===== src/rtl/req_encoder_rr.sv =====
// Registered N-line request encoder: latches event pulses into a pending set and
// hands them out one index at a time over valid/ready, fixed-priority or round-robin.
module req_encoder_rr #(
   parameter  int N = 8,
   localparam int W = $clog2(N)
) (
   input  logic         clk,
   input  logic         rst,
   input  logic [N-1:0] req_in,
   input  logic         mode,
   input  logic         out_ready,
   input  logic         ovf_clr,
   output logic         out_valid,
   output logic [W-1:0] out_idx,
   output logic [N-1:0] pend,
   output logic [W:0]   pend_cnt,
   output logic         ovf
);

   logic         hs;
   logic [N-1:0] clr;
   logic [N-1:0] cand;
   logic [W-1:0] ptr;
   logic [W-1:0] sel_fixed;
   logic [W-1:0] sel_rr;
   logic [W-1:0] sel;
   logic         rr_found;
   logic         ovf_set;
   logic [W:0]   cnt;

   assign hs = out_valid & out_ready;

   // Bit of the index being consumed this cycle; candidates exclude it so it is
   // never presented twice.
   always_comb begin
      clr = '0;
      for (int i = 0; i < N; i++) begin
         if (hs && (out_idx == W'(i))) clr[i] = 1'b1;
      end
   end

   assign cand = pend & ~clr;

   always_comb begin
      sel_fixed = '0;
      for (int i = N - 1; i >= 0; i--) begin
         if (cand[i]) sel_fixed = W'(i);
      end
   end

   // Scan upward from the pointer, wrapping past N-1 back to 0.
   always_comb begin
      int j;
      j        = 0;
      sel_rr   = '0;
      rr_found = 1'b0;
      for (int k = 0; k < N; k++) begin
         j = int'(ptr) + k;
         if (j >= N) j = j - N;
         if (!rr_found && cand[j]) begin
            sel_rr   = W'(j);
            rr_found = 1'b1;
         end
      end
   end

   assign sel     = mode ? sel_rr : sel_fixed;
   assign ovf_set = |(req_in & cand);

   always_comb begin
      cnt = '0;
      for (int i = 0; i < N; i++) begin
         cnt = cnt + (W+1)'(pend[i]);
      end
   end

   assign pend_cnt = cnt;

   // A new arrival on a bit that is being consumed this cycle stays pending and
   // is not an overflow; a held output is never replaced before its handshake.
   always_ff @(posedge clk) begin
      if (rst) begin
         pend      <= '0;
         out_valid <= 1'b0;
         out_idx   <= '0;
         ptr       <= '0;
         ovf       <= 1'b0;
      end else begin
         pend <= cand | req_in;
         if (ovf_set) begin
            ovf <= 1'b1;
         end else if (ovf_clr) begin
            ovf <= 1'b0;
         end
         if (hs) begin
            ptr <= (out_idx == W'(N - 1)) ? '0 : out_idx + 1'b1;
         end
         if (!out_valid || hs) begin
            if (|cand) begin
               out_valid <= 1'b1;
               out_idx   <= sel;
            end else begin
               out_valid <= 1'b0;
            end
         end
      end
   end

endmodule

===== config.mk =====
export PLATFORM = sky130hd
export DESIGN_NAME = req_encoder_rr
export DESIGN_NICKNAME = d
export VERILOG_FILES = /design/src/rtl/req_encoder_rr.sv
export SDC_FILE = /design/constraint.sdc
export NUM_CORES = 1
export LEC_CHECK = 0
export CORE_AREA = 5 5 77 79
export CTS_CLUSTER_DIAMETER = 200
export CTS_CLUSTER_SIZE = 25
export DETAILED_ROUTE_END_ITERATION = 7
export DIE_AREA = 0 0 82 84
export PLACE_DENSITY_LB_ADDON = 0.05
export RECOVER_POWER = 25
export SYNTH_ARGS = -nofsm -noshare
export SYNTH_HDL_FRONTEND = slang
export SYNTH_SLANG_ARGS = --single-unit

===== constraint.sdc =====
create_clock -name clk -period 5.85 [get_ports clk]
set_clock_uncertainty 0.15 [all_clocks]
set_input_delay 0.585 -clock clk [delete_from_list [all_inputs] [get_ports clk]]
set_output_delay 0.585 -clock clk [all_outputs]
set_load 0.1 [all_outputs]

-- Word-level counts from Yosys, hierarchy flattened
Cells that the tools add are included.
- bits in registers: 16
- output and inout bits: 17
- logic and storage cells: 153
- $add $sub $neg: 23
- $lt $le $gt $ge: 16
- equality and inequality tests: 7
- muxes and demuxes: 68
- bitwise operators: 5
- reduce and logical (&&, ||, !) cells: 29
- operators with widths (operator ; count):
    $lt A32 B5 Y1 const B ; 8
    $mux W32 ; 8
    $mux W3 ; 18
    $sub A4 B4 Y5 const B ; 7
    $mux W1 ; 34
    $ge A4 B4 Y1 const B ; 7
    $bmux W1 S3 ; 8
    $add A3 B3 Y4 const B ; 4
    $add A4 B1 Y4 ; 4
    $and A8 B8 Y8 ; 2
    $reduce_or A8 Y1 ; 2
    $logic_and A1 B1 Y1 ; 15
    $eq A3 B3 Y1 const B ; 4
    $add A3 B2 Y4 const B ; 2
    $logic_not A1 Y1 ; 8
    $not A8 Y8 ; 1
    $or A8 B8 Y8 ; 1
    $eq A3 B2 Y1 const B ; 2
    $sub A3 B4 Y5 const B ; 1
    $add A3 B1 Y4 ; 1
    $add A3 B1 Y4 const B ; 1
    $ge A3 B4 Y1 const B ; 1
    $add A2 B1 Y3 ; 1
    $add A3 B1 Y3 const B ; 1
    other kinds (7) ; 7

-- Depth between registers and ports, before layout
Gate-level depths: netlist of the first run.
- depth after elaboration: 31
- gate-level depth with buffers: 14
- mapped depth without buffers: 10

-- Worst setup path before layout of the first run
Ideal clock, no wire load.
- kind: register to output
- start: reg pend[1]
- end: out pend_cnt[2]
- data arrival time: 4.580 ns
- slack: 0.535 ns
- cell stages (with the launch flop): 9
- cells stage by stage: dfxtp_1 -> fa_1 -> inv_1 -> fa_1 -> fa_1 -> inv_1 -> ha_1 -> fa_1 -> xor2_1
- longest elaborated chain between the ends: 7
- ends and longest elaborated chain (what ; RTL line ; text):
    start, declared ; 15 ; output logic [N-1:0] pend,
    start signal, assigned ; 89 ; pend <= cand | req_in;
    $add A1 B1 Y2 ; 73 ; cnt = cnt + (W+1)'(pend[i]);
    $add A2 B1 Y3 ; 73 ;
    $add A3 B1 Y4 ; 73 ;
    $add A4 B1 Y4 (4 in series) ; 73 ;
    end, declared ; 16 ; output logic [W:0] pend_cnt,
No other way between the ends.

-- Final worst setup path of the first run
- start: reg pend[3]
- end: out pend_cnt[2]
- longest elaborated chain between the ends: 5
- ends and longest elaborated chain (what ; RTL line):
    $add A3 B1 Y4 ; 73
    $add A4 B1 Y4 (4 in series) ; 73
No other way between the ends.

==> flow_summary.json, run 1 <==
{
  "cts_setup_buffers": 0,
  "synth_most_common_cell": "nor2_1",
  "period_share": 0.822,
  "route.antenna.remaining_nets": 0,
  "cts_resized": 0,
  "pwr-share-seq": 0.189,
  "outcome": "completed",
  "clkSinkCount": 16,
  "tritoncts": "yes",
  "viasPerCell": 6.25,
  "ys_ff_latch": 16,
  "initial_core_util": 0.419,
  "postSynthCellCount": 282,
  "worstPathArrival_ns": 4.07,
  "power.switching_uw": 404,
  "diodes": 0,
  "fmax_ghz": 0.208,
  "nNetsFinal": 330,
  "min_to": "out_idx[1]$_SDFFE_PP0P_",
  "io_buffers": 29,
  "path_class": "reg2out",
  "worstSetupEndpointType": "output port",
  "min_path_cells": 2,
  "grt_pass1_vias": 2183,
  "worst_pin_slew_ns": 0.990,
  "yosysTopAreaCellShare": 0.145,
  "root_buffer": "clkbuf_8",
  "powerDensity_mw_per_mm2": 291,
  "die_x_um": 82,
  "cp-start-kind": "flop",
  "cp_data_required_time_ns": 5.12,
  "rsz0062_at_grt": "false",
  "synth-main-ff-cell": "dfxtp_1",
  "hold_viol_final": 0,
  "rrSetupSlack_ns": 1.77,
  "coreArea_sq_mm": 0.00527,
  "firstDrtPassIters": 5,
  "fin_crit_ns": 4.81,
  "synth-edff-count": 0,
  "r2r_cells": 9,
  "drv_slew": 0,
  "ir_drop_mv": 0.180,
  "clock_latency_ns": 0.25,
  "h-tree-depth": 1,
  "swShare": 0.540,
  "drt_iter0_drc": 250,
  "worst_r2r_endpoint": "out_idx[2]$_SDFFE_PP0P_",
  "synth_warnings": 0,
  "max_cap_violations": 0,
  "synth_top_area_cell": "dfxtp_1",
  "placed_area_sq_mm": 0.00252,
  "finalSetupTns_ns": 0,
  "antenna_found_initial": 0,
  "holdCritStartpoint": "out_idx[1]$_SDFFE_PP0P_",
  "cts.clk_slew.worst_paths_ns": 0.07,
  "grt_usage": 0.218,
  "p_total_uw": 748,
  "fp-row-count": 27,
  "synth_area_leaders": "dfxtp_1 15%, mux4_2 8.2%, ha_1 6.2%",
  "drive_gt1_frac": 0.0797,
  "dp_hpwl_mm": 5.54,
  "comb_power_share": 0.679,
  "dieArea_sq_mm": 0.00689,
  "setup-violations-final": 0,
  "post-route-cell-area_sq_mm": 0.00257,
  "pwr-share-clk": 0.133,
  "vias": 2332,
  "synth_commonest_cells": "33 x nor2_1, 25 x nand2_1, 21 x inv_1",
  "async_reset_ff_frac": 0,
  "drt-wirelength-per-cell_um": 19.2,
  "leakage_uw": 0.000969,
  "netlist-cell-type-count": 72,
  "cts_buffer_depth": 2,
  "grt_pass1_wl_mm": 11.7,
  "gp_congestion": 0.932,
  "r2r-start": "ptr[0]$_SDFFE_PP0P_",
  "internal-power_uw": 344,
  "hold_path_class": "reg2reg",
  "synth_nets": 310,
  "io_pins": 30,
  "grt_max_degree": 21,
  "ys_seq_area_frac": 0.145,
  "drc": 0,
  "die_h_um": 84,
  "cts_made_buffers": 3,
  "cts_hold_buf": 0,
  "syn_area_sq_mm": 0.00221,
  "critPathMaxFanout": 8,
  "area_delta_synth_final_pct": 16.4,
  "avgSynthCellArea_sq_um": 7.83,
  "max_slew_margin": 0.338,
  "post-route-util": 0.487,
  "overflow": 0,
  "routed_wirelength_mm": 7.16
}
-- flip-flops by register name (all words and copies together) (netlist names) --
register / cells
pend: 8
out_idx: 3
ovf: 1
ptr: 3
out_valid: 1
-- how the worst max path moves through the flow --
stage	endpoint	cells after the start	start	slack, ns
6_report	pend_cnt[2]	9	pend[3]$_SDFF_PP0_	1.04
5_1_grt	pend_cnt[2]	9	pend[3]$_SDFF_PP0_	0.88
4_1_cts	pend_cnt[2]	9	pend[3]$_SDFF_PP0_	1.04
3_5_place_dp	pend_cnt[2]	9	pend[3]$_SDFF_PP0_	1.33
3_3_place_gp	pend_cnt[2]	9	pend[0]$_SDFF_PP0_	1.35
2_1_floorplan	pend_cnt[2]	8	pend[1]$_SDFF_PP0_	0.54
-- metal layers --
metal  track usage  share of wire  vias to the layer above
met3        0.0281          0.066                       18
met1         0.314           0.46                     1089
li1              -              -                     1114
met2         0.330           0.45                      111
met4        0.0725          0.025                        0
met5             0              0                        -
-- layout by cell type (no fill, tap or decap), types with 4 or more instances in the layout --
master	count
nand2_1	25
ha_1	11
clkdlybuf4s50_1	28
a211oi_1	8
fa_1	4
a2111oi_0	4
inv_1	21
o22ai_1	6
a21oi_1	15
nand2b_1	7
o22a_1	4
mux4_2	8
dfxtp_1	16
o21ai_0	8
nor3_1	9
nor2b_1	5
nor2_1	33
clkbuf_8	4
mux2i_1	4
-- stage by stage --
| stage | worst slack, ns | hold slack [ns] | cells |
|---|---|---|---|
| after global routing | 0.876 | 0.566 | 373 |
| after CTS | 1.04 | 0.522 | 373 |
| after global placement | 1.35 | 0.496 | 369 |
| final | 1.04 | 0.518 | 373 |
| after detailed placement | 1.33 | 0.484 | 369 |
| after floorplan | 0.535 | 0.504 | 282 |
-- power groups by stage --
stage	Sequential (uW)	Clock, uW	Combinational, uW
2_1_floorplan	200	0	336
3_3_place_gp	143	0	504
3_5_place_dp	143	0	504
4_1_cts	141	102	506
5_1_grt	144	108	543
6_report	141	99.5	508
-- cell type report --
| cell class | instances | area, sq um |
|---|---|---|
| clock buffers | 4 | 55.1 |
| repair buffers | 31 | 305 |
| fillers | 561 | 2700 |
| multi-input cells | 227 | 1710 |
| inverters | 23 | 86.3 |
| well taps | 72 | 90.1 |
| flip-flops and latches | 16 | 320 |
-- critical path, cell delays in order, from the launching register on --
cell,delay [ns]
dfxtp_1,0.48
fa_1,0.46
inv_1,0.08
fa_1,0.42
fa_1,0.49
inv_1,0.04
ha_1,0.19
fa_1,0.38
xor2_1,0.13
clkdlybuf4s50_1,1.14
-- kinds of logic (layout without fill, tap and decap cells) --
family / after synthesis / in the layout / synth area share
muxes: 15 / 15 / 0.115
AOI/OAI and AO/OA: 85 / 85 / 0.293
and+or+nand+nor: 108 / 108 / 0.255
buffers and inverters: 39 / 58 / 0.0777
xor gates and xnor gates: 4 / 4 / 0.0159
DFF: 16 / 16 / 0.145
adders and majority gates: 15 / 15 / 0.0986
(Power assumes the default switching activity.)
==> inputs of run 2 (changes only) <==
==> constraint.sdc (replaced) <==
create_clock -name clk -period 4.08 [get_ports clk]
set_clock_uncertainty 0.15 [all_clocks]
set_input_delay 0.408 -clock clk [delete_from_list [all_inputs] [get_ports clk]]
set_output_delay 0.408 -clock clk [all_outputs]
set_load 0.1 [all_outputs]
==> run 2 against run 1 <==
  * Setup slack lost 0.72 ns
  * Register-to-register slack worse by 1.2 ns
  * First-iteration DRC count increased by 28%
  * Non-clock buffer count rose by 9
  * Total power increased by 53%
  * Cell area increased by 4.1%
  * Combinational power grew 55%
==> flow_summary.json, run 2 (synthesis gave the netlist of run 1 again) <==
{
  "outcome": "completed",
  "cp.depth": 9,
  "worst_pin_slew_ns": 0.976,
  "cpMostUsedCell": "fa_1",
  "drc": 0,
  "cts_setup_buffers": 0,
  "cts_hold_buf": 0,
  "dp_hpwl_mm": 5.78,
  "drive_gt1_frac": 0.139,
  "io_buffers": 29,
  "hold_viol_final": 0,
  "tritoncts": "yes",
  "reg_top3": "pend: 8 flops, out_idx: 3 flops, ptr: 3 flops",
  "initial_core_util": 0.419,
  "r2r_cells": 9,
  "finalSetupTns_ns": 0,
  "h-tree-depth": 1,
  "cp_cell_sequence": "fa_1 > inv_1 > fa_1 > fa_1 > inv_1 > ha_1 > fa_1 > xor2_4 > buf_12",
  "path_class": "reg2out",
  "setup-violations-final": 0,
  "drv_slew": 0,
  "cp.buffers_inverters": 3,
  "vias": 2414,
  "fmax_ghz": 0.266,
  "fin_crit_ns": 3.75,
  "worstPathArrival_ns": 3.20,
  "largest_reg_flops": 8,
  "slowest_delay_ns": 0.54,
  "post-route-util": 0.508,
  "cts_resized": 0,
  "cts_made_buffers": 3,
  "firstDrtPassIters": 5,
  "root_buffer": "clkbuf_8",
  "critPathTopFamily": "adder cells",
  "largest-register": "pend",
  "area_delta_synth_final_pct": 21.2,
  "nFillCells": 543,
  "fin_cells": 382,
  "grt_usage": 0.224,
  "drt_iter0_drc": 320,
  "cts_buffer_depth": 2,
  "grt_pass1_wl_mm": 12.0,
  "final_cell_mix": "33 x nor2_1, 25 x nand2_1, 24 x clkdlybuf4s50_1, 21 x inv_1, 15 x a21oi_1",
  "cp_data_required_time_ns": 3.52,
  "rsz0062_at_grt": "false",
  "overflow": 0,
  "worstSetupEndpointType": "output port",
  "dp.cells": 378,
  "route.antenna.remaining_nets": 0,
  "layout_commonest_cell": "nor2_1",
  "nNetsFinal": 339,
  "p_total_uw": 1140,
  "die_h_um": 84,
  "clkSinkCount": 16,
  "fp-row-count": 27,
  "grt_pass1_vias": 2261,
  "cts.clk_slew.worst_paths_ns": 0.07,
  "ir_drop_mv": 0.364,
  "powerDensity_mw_per_mm2": 427,
  "diodes": 0,
  "period_share": 0.920,
  "io_pins": 30,
  "min_path_cells": 3,
  "routed_wirelength_mm": 7.40,
  "max_slew_margin": 0.347,
  "max_cap_violations": 0,
  "dieArea_sq_mm": 0.00689,
  "clock_latency_ns": 0.26,
  "viasPerCell": 6.32,
  "die_x_um": 82,
  "coreArea_sq_mm": 0.00527,
  "cp_slowest_cell": "fa_1",
  "gp_congestion": 1.00,
  "drt-wirelength-per-cell_um": 19.4,
  "hold_path_class": "reg2reg",
  "critPathMaxFanout": 6,
  "grt_max_degree": 21,
  "antenna_found_initial": 0,
  "cp-start-kind": "flop",
  "leakage_uw": 0.00102
}
## run 2: cell types whose count changed in the layout (fill, tap and decap cells not counted), sizes merged
cell / delta
clkdlybuf4s50: -4
clkbuf: +1
buf: +12
## run 2: path summary, 6_finish.rpt
path | from | to | slack [ns]
setup / recovery | pend[0]$_SDFF_PP0_ | pend_cnt[2] | 0.33
hold / removal | ovf$_SDFFE_PP0P_ | ovf$_SDFFE_PP0P_ | 0.51
setup reg to reg | ptr[1]$_SDFFE_PP0P_ | out_idx[2]$_SDFFE_PP0P_ | 0.60
hold reg to reg | ovf$_SDFFE_PP0P_ | ovf$_SDFFE_PP0P_ | 0.51
## run 2: final cells by class
type                       count  area, sq um  area share
sequential                    16          327       0.122
tap                           72         90.1      0.0337
multi-input combinational    227         1730       0.648
inverter                      23         86.3      0.0323
timing repair buffer          40          384       0.144
clock buffer                   4         55.1      0.0206
## run 2: per-stage QoR
step                      cell area (sq um)  hold WS, ns  worst slack (ns)
final                                  2680        0.514             0.326
after global routing                   2680        0.580             0.194
after CTS                              2680        0.525             0.310
after detailed placement               2630        0.488             0.321
after global placement                 2630        0.508             0.290
after floorplan                        2230        0.327           0.00632
## run 2: worst register-to-register path, stage by stage, from the launching register on
cell and delay (ns):
dfxtp_1 0.34, clkinv_1 0.08, ha_1 0.77, o32ai_1 0.32
mux4_2 0.53, or3_4 0.40, a211oi_4 0.33, a31oi_1 0.13
o221a_1 0.23, o31a_1 0.09
## run 2: where the power goes
part / leakage [uW] / internal, uW / switching (uW)
Sequential: 0.000134 / 173 / 29.7
Combinational: 0.000862 / 278 / 510
Clock: 0.0000288 / 86.0 / 66.9
## run 2: per-layer routing
layer / part of all wire / global-route usage / wire length, um
met1: 0.44 / 0.329 / 3290
met2: 0.46 / 0.335 / 3380
met3: 0.069 / 0.0184 / 510
met4: 0.030 / 0.0846 / 222
met5: 0 / 0 / 0
==> inputs of run 3 (changes only) <==
==> constraint.sdc (replaced) <==
create_clock -name clk -period 3.9 [get_ports clk]
set_clock_uncertainty 0.15 [all_clocks]
set_input_delay 0.39 -clock clk [delete_from_list [all_inputs] [get_ports clk]]
set_output_delay 0.39 -clock clk [all_outputs]
set_load 0.1 [all_outputs]
==> run 3 against run 2 <==
  * Sequential share of layout area fell by 0.24 points
  * Clock power rose by 3%
  * Flip-flop and latch count did not move
  * Critical path depth did not move
  * Clock-buffer cell count did not move
  * Total power rose by 4.6%
  * Sequential power rose by 5%
  * Die area did not move
  * Register-to-register slack got worse by 0.16 ns
  * First-iteration DRC count fell by 22%
  * Critical path type unchanged
  * Critical endpoint unchanged
  * Largest cell class unchanged
==> flow_summary.json, run 3 (synthesis gave the netlist of run 1 again) <==
{
  "setup-violations-final": 0,
  "hold_path_class": "reg2reg",
  "route.antenna.remaining_nets": 0,
  "coreArea_sq_mm": 0.00527,
  "grt_max_degree": 21,
  "fp-row-count": 27,
  "die_h_um": 84,
  "critPathMaxFanout": 6,
  "drv_slew": 0,
  "layout_commonest_cell": "nor2_1",
  "min_to": "ovf$_SDFFE_PP0P_",
  "min_path_cells": 3,
  "largest_reg_flops": 8,
  "outcome": "completed",
  "ir_drop_mv": 0.339,
  "fin_crit_ns": 3.66,
  "hold_viol_final": 0,
  "max_slew_margin": 0.353,
  "routed_wirelength_mm": 7.35,
  "multiInputGateArea_sq_mm": 0.00174,
  "reg_top3": "pend: 8 flops, out_idx: 3 flops, ptr: 3 flops",
  "die_x_um": 82,
  "io_pins": 30,
  "nFillCells": 542,
  "cp.buffers_inverters": 3,
  "diodes": 0,
  "worst_r2r_endpoint": "out_idx[2]$_SDFFE_PP0P_",
  "drt-wirelength-per-cell_um": 19.0,
  "fin_cells": 388,
  "initial_core_util": 0.419,
  "gp_congestion": 0.983,
  "drive_gt1_frac": 0.155,
  "period_share": 0.939,
  "cpMostUsedCell": "fa_1",
  "grt_pass1_wl_mm": 12.0,
  "vias": 2404,
  "powerDensity_mw_per_mm2": 438,
  "root_buffer": "clkbuf_8",
  "largest-register": "pend",
  "area_delta_synth_final_pct": 23.6,
  "max_cap_violations": 0,
  "clock_latency_ns": 0.26,
  "rsz0062_at_grt": "false",
  "tritoncts": "yes",
  "overflow": 0,
  "grt_pass1_vias": 2275,
  "cts.clk_slew.worst_paths_ns": 0.07,
  "post-route-cell-area_sq_mm": 0.00273,
  "worstPathArrival_ns": 3.12,
  "dieArea_sq_mm": 0.00689,
  "dp.cells": 384,
  "cts_made_buffers": 3,
  "cts_hold_buf": 0,
  "leakage_uw": 0.00105,
  "antenna_found_initial": 0,
  "cts_resized": 0,
  "r2r_cells": 9,
  "ff_latch_area_sq_um": 327,
  "cp_data_required_time_ns": 3.36,
  "worstSetupEndpointType": "output port",
  "dp_hpwl_mm": 5.74,
  "firstDrtPassIters": 5,
  "io_buffers": 29,
  "final_cell_mix": "33 x nor2_1, 25 x nand2_1, 25 x clkdlybuf4s50_1, 21 x inv_1",
  "drc": 0,
  "cp-start-kind": "flop",
  "grt_usage": 0.228,
  "rrSetupSlack_ns": 0.44,
  "drt_iter0_drc": 249,
  "r2r-start": "ptr[1]$_SDFFE_PP0P_",
  "cts_setup_buffers": 0,
  "viasPerCell": 6.20,
  "h-tree-depth": 1,
  "fmax_ghz": 0.273,
  "path_class": "reg2out",
  "holdCritStartpoint": "ovf$_SDFFE_PP0P_",
  "slowest_delay_ns": 0.54,
  "clkSinkCount": 16,
  "cts_buffer_depth": 2,
  "worst_pin_slew_ns": 0.968,
  "cp_cell_sequence": "fa_1 > inv_1 > fa_1 > fa_1 > inv_1 > ha_1 > fa_2 > xor2_4 > buf_12",
  "critPathTopFamily": "adder cells",
  "placed_area_sq_mm": 0.00269,
  "nNetsFinal": 345,
  "cp_slowest_cell": "fa_1"
}
run 3: cell count changes in the layout (fill, tap and decap cells not counted), sizes merged:
cell	delta
clkdlybuf4s50	+1
clkbuf	+2
buf	+4
dlygate4sd3	-1
run 3: layer usage:
| layer | up-vias | wire [um] | part of all wire | GRT usage |
|---|---|---|---|---|
| met5 | - | 0 | 0 | 0 |
| met4 | 0 | 234 | 0.032 | 0.0861 |
| met3 | 21 | 473 | 0.064 | 0.0227 |
| met2 | 105 | 3230 | 0.44 | 0.326 |
| met1 | 1138 | 3420 | 0.46 | 0.344 |
| li1 | 1140 | - | - | - |
run 3: worst max-delay path by stage:
| stage | from | endpoint | cells after the start |
|---|---|---|---|
| after floorplan | pend[3]$_SDFF_PP0_ | pend_cnt[2] | 8 |
| after global placement | out_ready | out_idx[2]$_SDFFE_PP0P_ | 11 |
| after detailed placement | out_ready | out_idx[2]$_SDFFE_PP0P_ | 10 |
| after CTS | pend[0]$_SDFF_PP0_ | pend_cnt[2] | 9 |
| after global routing | pend[0]$_SDFF_PP0_ | pend_cnt[2] | 9 |
| final | pend[0]$_SDFF_PP0_ | pend_cnt[2] | 9 |
run 3: cell type report:
| cell class | count | area share |
|---|---|---|
| sequential | 16 | 0.120 |
| clock buffer | 4 | 0.0202 |
| timing repair buffer | 46 | 0.159 |
| inverter | 23 | 0.0316 |
| tap | 72 | 0.0330 |
| multi-input combinational | 227 | 0.636 |
run 3: through the flow:
stage	setup TNS [ns]	hold WS [ns]	utilization	setup WS [ns]	total power (uW)
floorplan	-0.000754	0.309	-	-0.000754	820
CTS	0	0.529	0.520	0.220	1200
global placement	0	0.496	0.510	0.404	1040
global route	0	0.566	0.518	0.144	1270
detailed placement	0	0.489	0.510	0.373	1040
finish	0	0.519	0.518	0.238	1200
run 3: worst reg2reg max path, cell delays in order (launching register included):
cell and delay (ns):
dfxtp_1 0.35, clkinv_1 0.09, ha_1 0.75, o32ai_1 0.31
mux4_2 0.54, or3_4 0.39, a211oi_4 0.32, a31oi_1 0.12
o221a_1 0.24, o31a_1 0.09
run 3: power by group:
part | switching [uW] | internal [uW] | leakage, uW | total (uW)
clock | 67.2 | 89.9 | 0.0000288 | 157
sequential | 31.7 | 181 | 0.000134 | 213
combinational | 530 | 296 | 0.000885 | 826
total | 629 | 567 | 0.00105 | 1200
